==> config.mk <==
export PLATFORM = sky130hd
export DESIGN_NAME = shift_normalizer
export DESIGN_NICKNAME = d
export VERILOG_FILES = /design/src/rtl/shift_normalizer.sv
export SDC_FILE = /design/constraint.sdc
export NUM_CORES = 1
export LEC_CHECK = 0
export BUFFER_PORTS_ARGS = -buffer_cell sky130_fd_sc_hd__clkbuf_2
export CAP_MARGIN = 40
export CORE_MARGIN = 4
export CORE_UTILIZATION = 35
export CTS_BUF_LIST = sky130_fd_sc_hd__clkbuf_16
export DETAILED_ROUTE_END_ITERATION = 16
export GPL_ROUTABILITY_DRIVEN = 0
export HOLD_SLACK_MARGIN = 0.05
export PLACE_DENSITY = 0.57
export RECOVER_POWER = 25
export SYNTH_ARGS = -nofsm -noshare
export SYNTH_HDL_FRONTEND = slang
export SYNTH_SLANG_ARGS = --single-unit
==> constraint.sdc <==
create_clock -name clk -period 5.62 [get_ports clk]
set_input_delay 1.124 -clock clk [delete_from_list [all_inputs] [get_ports clk]]
set_output_delay 1.124 -clock clk [all_outputs]
set_load 0.01 [all_outputs]
==> src/rtl/shift_normalizer.sv <==
// shift_normalizer
//   Iterative normalizer: finds how far a word must be shifted so that its
//   MSB (direc=0, leading-zero count) or LSB (direc=1, trailing-zero count)
//   is 1, and produces the shifted word. Shifting norm by amt in the opposite
//   direction reproduces the captured data. One operation at a time, with a
//   start/done handshake.
//
//   Optional build macro SHIFT_NORM_NIBBLE_EN: when the 4 bits nearest the
//   target end are all zero, shift by 4 in one cycle. Results are identical;
//   only latency shrinks.
//
// Ports
//   clk    : system clock, rising edge
//   rst_n  : asynchronous active-low reset
//   start  : request pulse, accepted only when idle and not signalling done
//   data   : operand, captured on an accepted start
//   direc  : 0 = normalize left, 1 = normalize right; captured with data
//   busy   : high while the shift loop is running
//   done   : one-cycle pulse when norm/amt/zero are valid
//   norm   : normalized data
//   amt    : number of bit positions shifted
//   zero   : captured data was all zeros
module shift_normalizer #(
  parameter int WIDTH = 32,
  parameter int AMT_W = 5
) (
  input  logic             clk,
  input  logic             rst_n,
  input  logic             start,
  input  logic [WIDTH-1:0] data,
  input  logic             direc,
  output logic             busy,
  output logic             done,
  output logic [WIDTH-1:0] norm,
  output logic [AMT_W-1:0] amt,
  output logic             zero
);

  typedef enum logic [1:0] {IDLE, SHIFT, DONE} state_t;

  state_t           state, state_nx;
  logic [WIDTH-1:0] work, work_nx;
  logic [AMT_W-1:0] cnt, cnt_nx;
  logic             dir_q, dir_nx;
  logic             accept;
  logic             tgt;

  // The done cycle is already IDLE, but a start there must still be ignored.
  assign accept = (state == IDLE) && start && !done;
  assign tgt    = dir_q ? work[0] : work[WIDTH-1];
  assign busy   = (state == SHIFT);

`ifdef SHIFT_NORM_NIBBLE_EN
  logic nib_zero;
  assign nib_zero = dir_q ? (work[3:0] == 4'b0) : (work[WIDTH-1 -: 4] == 4'b0);
`endif

  always_comb begin
    state_nx = state;
    work_nx  = work;
    cnt_nx   = cnt;
    dir_nx   = dir_q;
    case (state)
      IDLE: begin
        if (accept) begin
          work_nx  = data;
          dir_nx   = direc;
          cnt_nx   = '0;
          state_nx = (data == '0) ? DONE : SHIFT;
        end
      end
      SHIFT: begin
        if (tgt) begin
          state_nx = DONE;
        end else begin
`ifdef SHIFT_NORM_NIBBLE_EN
          // Nonzero work always keeps cnt+4 within WIDTH-1 here.
          if (nib_zero) begin
            work_nx = dir_q ? (work >> 4) : (work << 4);
            cnt_nx  = cnt + AMT_W'(4);
          end else begin
            work_nx = dir_q ? (work >> 1) : (work << 1);
            cnt_nx  = cnt + AMT_W'(1);
          end
`else
          work_nx = dir_q ? (work >> 1) : (work << 1);
          cnt_nx  = cnt + AMT_W'(1);
`endif
        end
      end
      DONE: begin
        state_nx = IDLE;
      end
      default: begin
        state_nx = IDLE;
      end
    endcase
  end

  // Control and visible results
  always_ff @(posedge clk or negedge rst_n) begin
    if (!rst_n) begin
      state <= IDLE;
      done  <= 1'b0;
      norm  <= '0;
      amt   <= '0;
      zero  <= 1'b0;
    end else begin
      state <= state_nx;
      done  <= (state == DONE);
      if (state == DONE) begin
        norm <= work;
        amt  <= cnt;
      end
      if (accept) begin
        zero <= (data == '0);
      end
    end
  end

  // Work datapath; always loaded on an accepted start before it is used
  always_ff @(posedge clk) begin
    work  <= work_nx;
    cnt   <= cnt_nx;
    dir_q <= dir_nx;
  end

endmodule

==> flow_metrics.py, run 1 <==
metrics = {
    "status": {
        "status": "complete, but fails checks",
        "violations": "max-capacitance violations, max-slew violations",
    },
    "worst_setup_path": {
        "cp.arrival_ns": 2.63,
        "endpoint_kind": "primary output",
        "crit_type": "reg -> out",
        "path_buf_inv": 2,
        "cp_slowest_cell": "nand2b_1",
        "slowest_delay_ns": 1.53,
        "crit_path_max_fanout": 68,
        "worstPathCellList": "nand2b_1, inv_2, clkbuf_2",
        "critPathTopFamily": "simple AND/OR/NAND/NOR gates",
        "cp_num_cells": 3,
        "critPathLaunchType": "register",
        "critPathRequiredTime_ns": 4.50,
        "rr_worst_depth": 5,
    },
    "power_and_ir_drop": {
        "p_leak_nw": 1.977,
        "peakVddDrop_uv": 204.0,
        "powerDensity_nw_per_um2": 641.1,
    },
    "sta": {
        "slew_viol_final": 108,
        "slew_headroom_pct": -42.11,
        "holdWs_ns": 0.4988,
        "tightest_slew_ns": 2.132,
        "setup_viol": 0,
        "finalHoldViolations": 0,
        "rsz0062_at_grt": "no",
        "fmax_ghz": 0.2665,
        "min_period_ns": 3.753,
        "setup_tns_ns": 0,
        "post-route-period-util_pct": 66.77,
        "finClkSkew_ns": 0.006910,
    },
    "cts": {
        "path_clk_slew_ns": 0.06,
        "htreeDepth": 3,
        "root_buffer": "clkbuf_16",
        "hold_buffers": 0,
        "tritoncts.num_buffers": 9,
        "clk_path_buf_depth": 2,
        "post-cts-setup-buffers": 0,
        "postCtsResizedCells": 0,
        "cts_sinks": 79,
        "tritoncts": "built",
        "clk_latency_ns": 0.33,
    },
    "logic_synthesis": {
        "syn-instance-count": 263,
        "synth_seq_cells": 79,
        "ys_seq_area_share_pct": 60.24,
        "synth_cell_types": 27,
        "syn_area_um2": 3597,
        "yosys_warnings": 0,
        "avgSynthCellArea_um2": 13.68,
        "synthesis.nets": 300,
    },
    "worst_hold_path": {
        "holdPathStages": 1,
        "worstHoldPathType": "reg -> reg",
    },
    "cells_and_area": {
        "final_nets": 374,
        "final_core_util_pct": 43.64,
        "n_antenna_cell": 0,
        "area_growth_syn_to_layout_pct": 20.21,
        "layout-drive-gt1-share_pct": 36.26,
    },
    "route": {
        "vias": 2267,
        "drt_first_pass_iters": 4,
        "wl_um": 7597,
        "route.detailed.drc": 0,
        "vias_per_cell": 4.773,
        "ant_nets": 0,
        "drt_first_iter_violations": 97,
        "wl_per_cell_um": 15.99,
    },
    "global_route": {
        "grt_max_degree": 69,
        "antenna_found_initial": 0,
        "grt_first_pass_wirelength_um": 12040,
        "grt_overflow": 0,
        "grt_pass1_vias": 2270,
        "grt_usage_pct": 13.51,
    },
    "floorplanning": {
        "rows": 36,
        "ioPinCount": 76,
        "die_area_um2": 11960,
        "die_h_um": 109.4,
        "die_w_um": 109.4,
        "start_util_pct": 36.30,
        "core_area_um2": 9910,
    },
    "placed_design": {
        "io_buffers": 75,
        "hpwlAfterDp_um": 5471,
    },
    "job": {
        "drv_cap": 2,
    },
}
==> cell usage in the layout, fill, tap and decap left out, types with 5 or more instances in the layout <==
master      n
clkbuf_16   9
clkbuf_2   73
o21ai_0    32
dfrtp_1    41
mux2_2     19
mux2_4     17
edfxtp_1   38
nor2_1      5
nor4_1      8
nand2_1    35
mux2i_1    31
==> state kept, by name, indices dropped and copies added (netlist names) <==
signal,flops
amt,5
cnt,5
dir_q,1
done,1
norm,32
state,2
work,32
zero,1
==> where the power goes <==
part	leakage (nW)	internal, W	total, W	switching, W
logic	0.971	0.000494	0.000978	0.000484
registers	0.850	0.000994	0.00120	0.000202
clock network	0.157	0.000382	0.000598	0.000216
total	1.98	0.00187	0.00277	0.000902
==> layout make-up <==
| cell class | count | area (um^2) |
|---|---|---|
| Tap cell | 133 | 166.4 |
| Clock inverter | 7 | 80.08 |
| Fill cell | 966 | 5585 |
| Timing Repair Buffer | 78 | 391.6 |
| Clock buffer | 9 | 225.2 |
| Inverter | 3 | 11.26 |
| Sequential cell | 79 | 2167 |
| Multi-Input combinational cell | 166 | 1282 |
==> stage by stage <==
stage	power (W)	cell area [um^2]	std cells	setup WS, ns
floorplan	0.001902	3597	263	2.990
global placement	0.002185	4040	458	2.709
detailed placement	0.002208	4060	459	2.658
CTS	0.002816	4365	475	2.884
global route	0.002973	4324	475	1.501
finish	0.002772	4324	475	1.867
==> synth_stat cells <==
| cell type | count | area (um^2) |
|---|---|---|
| dfrtp_1 | 41 | 1026 |
| clkbuf_4 | 2 | 15.01 |
| buf_4 | 4 | 30.03 |
| nand2b_1 | 2 | 12.51 |
| a22o_1 | 1 | 8.760 |
| inv_2 | 1 | 3.750 |
| xnor2_1 | 1 | 8.760 |
| nand2_1 | 35 | 131.4 |
| nor2_1 | 5 | 18.77 |
| nand3_1 | 3 | 15.01 |
| nand2b_4 | 2 | 27.53 |
| ha_1 | 1 | 12.51 |
| nand4_1 | 2 | 12.51 |
| mux2_4 | 19 | 285.3 |
| nor4_1 | 8 | 50.05 |
| mux2_2 | 19 | 214.0 |
| nor3b_1 | 1 | 7.510 |
| buf_6 | 1 | 11.26 |
| buf_8 | 2 | 30.03 |
| edfxtp_1 | 38 | 1141 |
| inv_1 | 2 | 7.510 |
| mux2i_1 | 31 | 310.3 |
| and2_1 | 2 | 12.51 |
| buf_2 | 4 | 20.02 |
| xor2_1 | 2 | 17.52 |
| o21ai_0 | 32 | 160.2 |
| clkbuf_1 | 2 | 7.510 |
==> cell families after synthesis <==
kind of cell,count (synthesis),synth area share (%)
DFF,79,60.24
muxes,69,22.50
and+or+nand+nor,60,8.000
AOI/OAI and AO/OA,33,4.696
buffers and inverters,18,3.478
xor gates and xnor gates,3,0.7306
adders and majority gates,1,0.3478
==> routing by layer <==
layer | global-route usage, % | vias up | part of all wire, %
met3 | 4.110 | 11 | 6.1
li1 | - | 1100 | -
met5 | 0 | - | 0
met2 | 20.14 | 65 | 46
met4 | 5.610 | 0 | 1.7
met1 | 18.29 | 1091 | 46
==> path summary, 6_finish.rpt <==
path                                      startpoint  slack, ns              endpoint
worst min-delay path            norm[20]$_DFFE_PN0P_       0.50  norm[20]$_DFFE_PN0P_
worst max register to register  state[1]$_DFFE_PN0P_       2.13    work[13]$_DFFE_PP_
worst min register to register  norm[20]$_DFFE_PN0P_       0.50  norm[20]$_DFFE_PN0P_
max in group asynchronous                      rst_n       2.92  norm[20]$_DFFE_PN0P_
worst max-delay path            state[1]$_DFFE_PN0P_       1.87                  busy
min in group asynchronous                      rst_n       0.89   norm[6]$_DFFE_PN0P_
No activity file was read; power rests on OpenSTA's default activity.
==> run 2, diff against run 1 <==
Clock period 5.62 ns to 3.77 ns, I/O delays scaled along.
==> flow_metrics.py, run 2 (same netlist as run 1, synthesis figures left out) <==
metrics = {
    "worst_setup_path": {
        "critPathLaunchType": "register",
        "crit_end": "norm[7]$_DFFE_PN0P_",
        "rr_worst_depth": 2,
        "r2r_start": "state[0]$_DFFE_PN0P_",
        "crit_path_max_fanout": 38,
        "worst-r2r-setup-slack_ns": 1.20,
        "endpoint_kind": "register",
        "cp.arrival_ns": 2.77,
        "critPathRequiredTime_ns": 3.98,
        "reg2reg_to": "norm[7]$_DFFE_PN0P_",
        "crit_type": "reg -> reg",
        "cp-startpoint": "state[0]$_DFFE_PN0P_",
    },
    "sta": {
        "slew_viol_final": 66,
        "fmax_ghz": 0.3894,
        "slew_headroom_pct": -40.23,
        "setup_tns_ns": 0,
        "setup_slack_ns": 1.202,
        "finClkSkew_ns": 0.005512,
        "finalHoldViolations": 0,
        "min_period_ns": 2.568,
        "tightest_slew_ns": 2.103,
        "setup_viol": 0,
        "post-route-period-util_pct": 68.13,
        "rsz0062_at_grt": "no",
    },
    "power_and_ir_drop": {
        "intPower_w": 0.002711,
        "peakVddDrop_uv": 335.5,
        "switching_share_pct": 33.45,
        "p_comb_share_pct": 36.6,
        "clkPwrFrac_pct": 19.5,
        "p_leak_nw": 1.974,
        "power.switching_w": 0.001363,
        "powerDensity_nw_per_um2": 943.4,
        "p_seq_share_pct": 43.9,
    },
    "cells_and_area": {
        "fin_area_um2": 4318,
        "layout-drive-gt1-share_pct": 36.84,
        "reg.largest.list": "norm: 32 flops, work: 32 flops",
        "most-common-layout-cells": "73 x clkbuf_2, 41 x dfrtp_1, 38 x edfxtp_1",
        "final_common_cell": "clkbuf_2",
        "final_core_util_pct": 43.57,
        "fin_cells": 475,
        "n_antenna_cell": 0,
        "area_growth_syn_to_layout_pct": 20.03,
        "final_nets": 374,
    },
    "placed_design": {
        "hpwlAfterDp_um": 5607,
        "dpl_worst_slack_ns": 1.415,
        "placedCellCount": 459,
        "placed_area_um2": 4073,
        "io_buffers": 75,
    },
    "cts": {
        "clk_latency_ns": 0.33,
        "htreeDepth": 3,
        "tritoncts.num_buffers": 9,
        "path_clk_slew_ns": 0.06,
        "root_buffer": "clkbuf_16",
        "cts_sinks": 79,
        "hold_buffers": 0,
        "tritoncts": "built",
        "postCtsResizedCells": 0,
        "post-cts-setup-buffers": 0,
        "clk_path_buf_depth": 2,
    },
    "global_route": {
        "top_usage_layer": "met2",
        "grt_first_pass_wirelength_um": 12200,
        "grt_util_met3_pct": 4.521,
        "grt_max_degree": 69,
        "grt_usage_pct": 13.55,
        "use_met1_pct": 18.67,
        "grt_pass1_vias": 2338,
        "use_met2_pct": 20.62,
        "antenna_found_initial": 0,
        "grt_overflow": 0,
    },
    "route": {
        "vias_per_cell": 4.773,
        "wl_per_cell_um": 16.33,
        "wl_um": 7757,
        "route.detailed.drc": 0,
        "drt_first_pass_iters": 4,
        "ant_nets": 0,
        "vias": 2267,
        "drt_first_iter_violations": 102,
    },
    "floorplanning": {
        "ioPinCount": 76,
        "start_util_pct": 36.30,
        "core_area_um2": 9910,
        "rows": 36,
        "die_w_um": 109.4,
        "die_h_um": 109.4,
        "die_area_um2": 11960,
    },
    "status": {
        "violations": "max-capacitance violations, max-slew violations",
        "status": "complete, but fails checks",
    },
    "worst_hold_path": {
        "holdPathStages": 1,
        "hold_start": "norm[12]$_DFFE_PN0P_",
        "worstHoldPathType": "reg -> reg",
    },
    "job": {
        "drv_cap": 2,
    },
}
[run 2: how the worst min path moves through the flow]
| stage | slack (ns) | end |
|---|---|---|
| after floorplan | 0.46 | amt[0]$_DFFE_PN0P_ |
| after global placement | 0.49 | norm[3]$_DFFE_PN0P_ |
| after detailed placement | 0.49 | norm[8]$_DFFE_PN0P_ |
| after CTS | 0.37 | norm[8]$_DFFE_PN0P_ |
| after global routing | 0.52 | norm[2]$_DFFE_PN0P_ |
| final | 0.50 | norm[12]$_DFFE_PN0P_ |
[run 2: layout make-up]
type	instances	area (um^2)
Clock buffer	10	250.2
Clock inverter	6	25.02
Fill cell	984	5592
Inverter	3	11.26
Multi-Input combinational cell	166	1294
Sequential cell	79	2167
Tap cell	133	166.4
Timing Repair Buffer	78	404.1
[run 2: power groups by stage]
| stage | Combinational [W] | Sequential, W | Clock (W) |
|---|---|---|---|
| 2_1_floorplan | 0.00102 | 0.00182 | 0 |
| 3_3_place_gp | 0.00148 | 0.00180 | 0 |
| 3_5_place_dp | 0.00150 | 0.00181 | 0 |
| 4_1_cts | 0.00151 | 0.00180 | 0.000821 |
| 5_1_grt | 0.00166 | 0.00185 | 0.000857 |
| 6_report | 0.00149 | 0.00179 | 0.000795 |
[run 2: per-stage QoR]
step	total power [W]	hold slack [ns]
2_1_floorplan	0.002835	0.4584
3_3_place_gp	0.003275	0.4909
3_5_place_dp	0.003314	0.4929
4_1_cts	0.004127	0.3739
5_1_grt	0.004362	0.5193
6_report	0.004073	0.5047
[run 2: worst max-delay path: stages (launching register included)]
cell      delay [ns]
dfrtp_1         0.40
nand2b_1        1.56
mux2_2          0.45
[run 2: routing by layer]
metal,vias to the layer above,routed length [um]
li1,1100,-
met1,1103,3647
met2,57,3644
met3,7,397
met4,0,67
met5,-,0
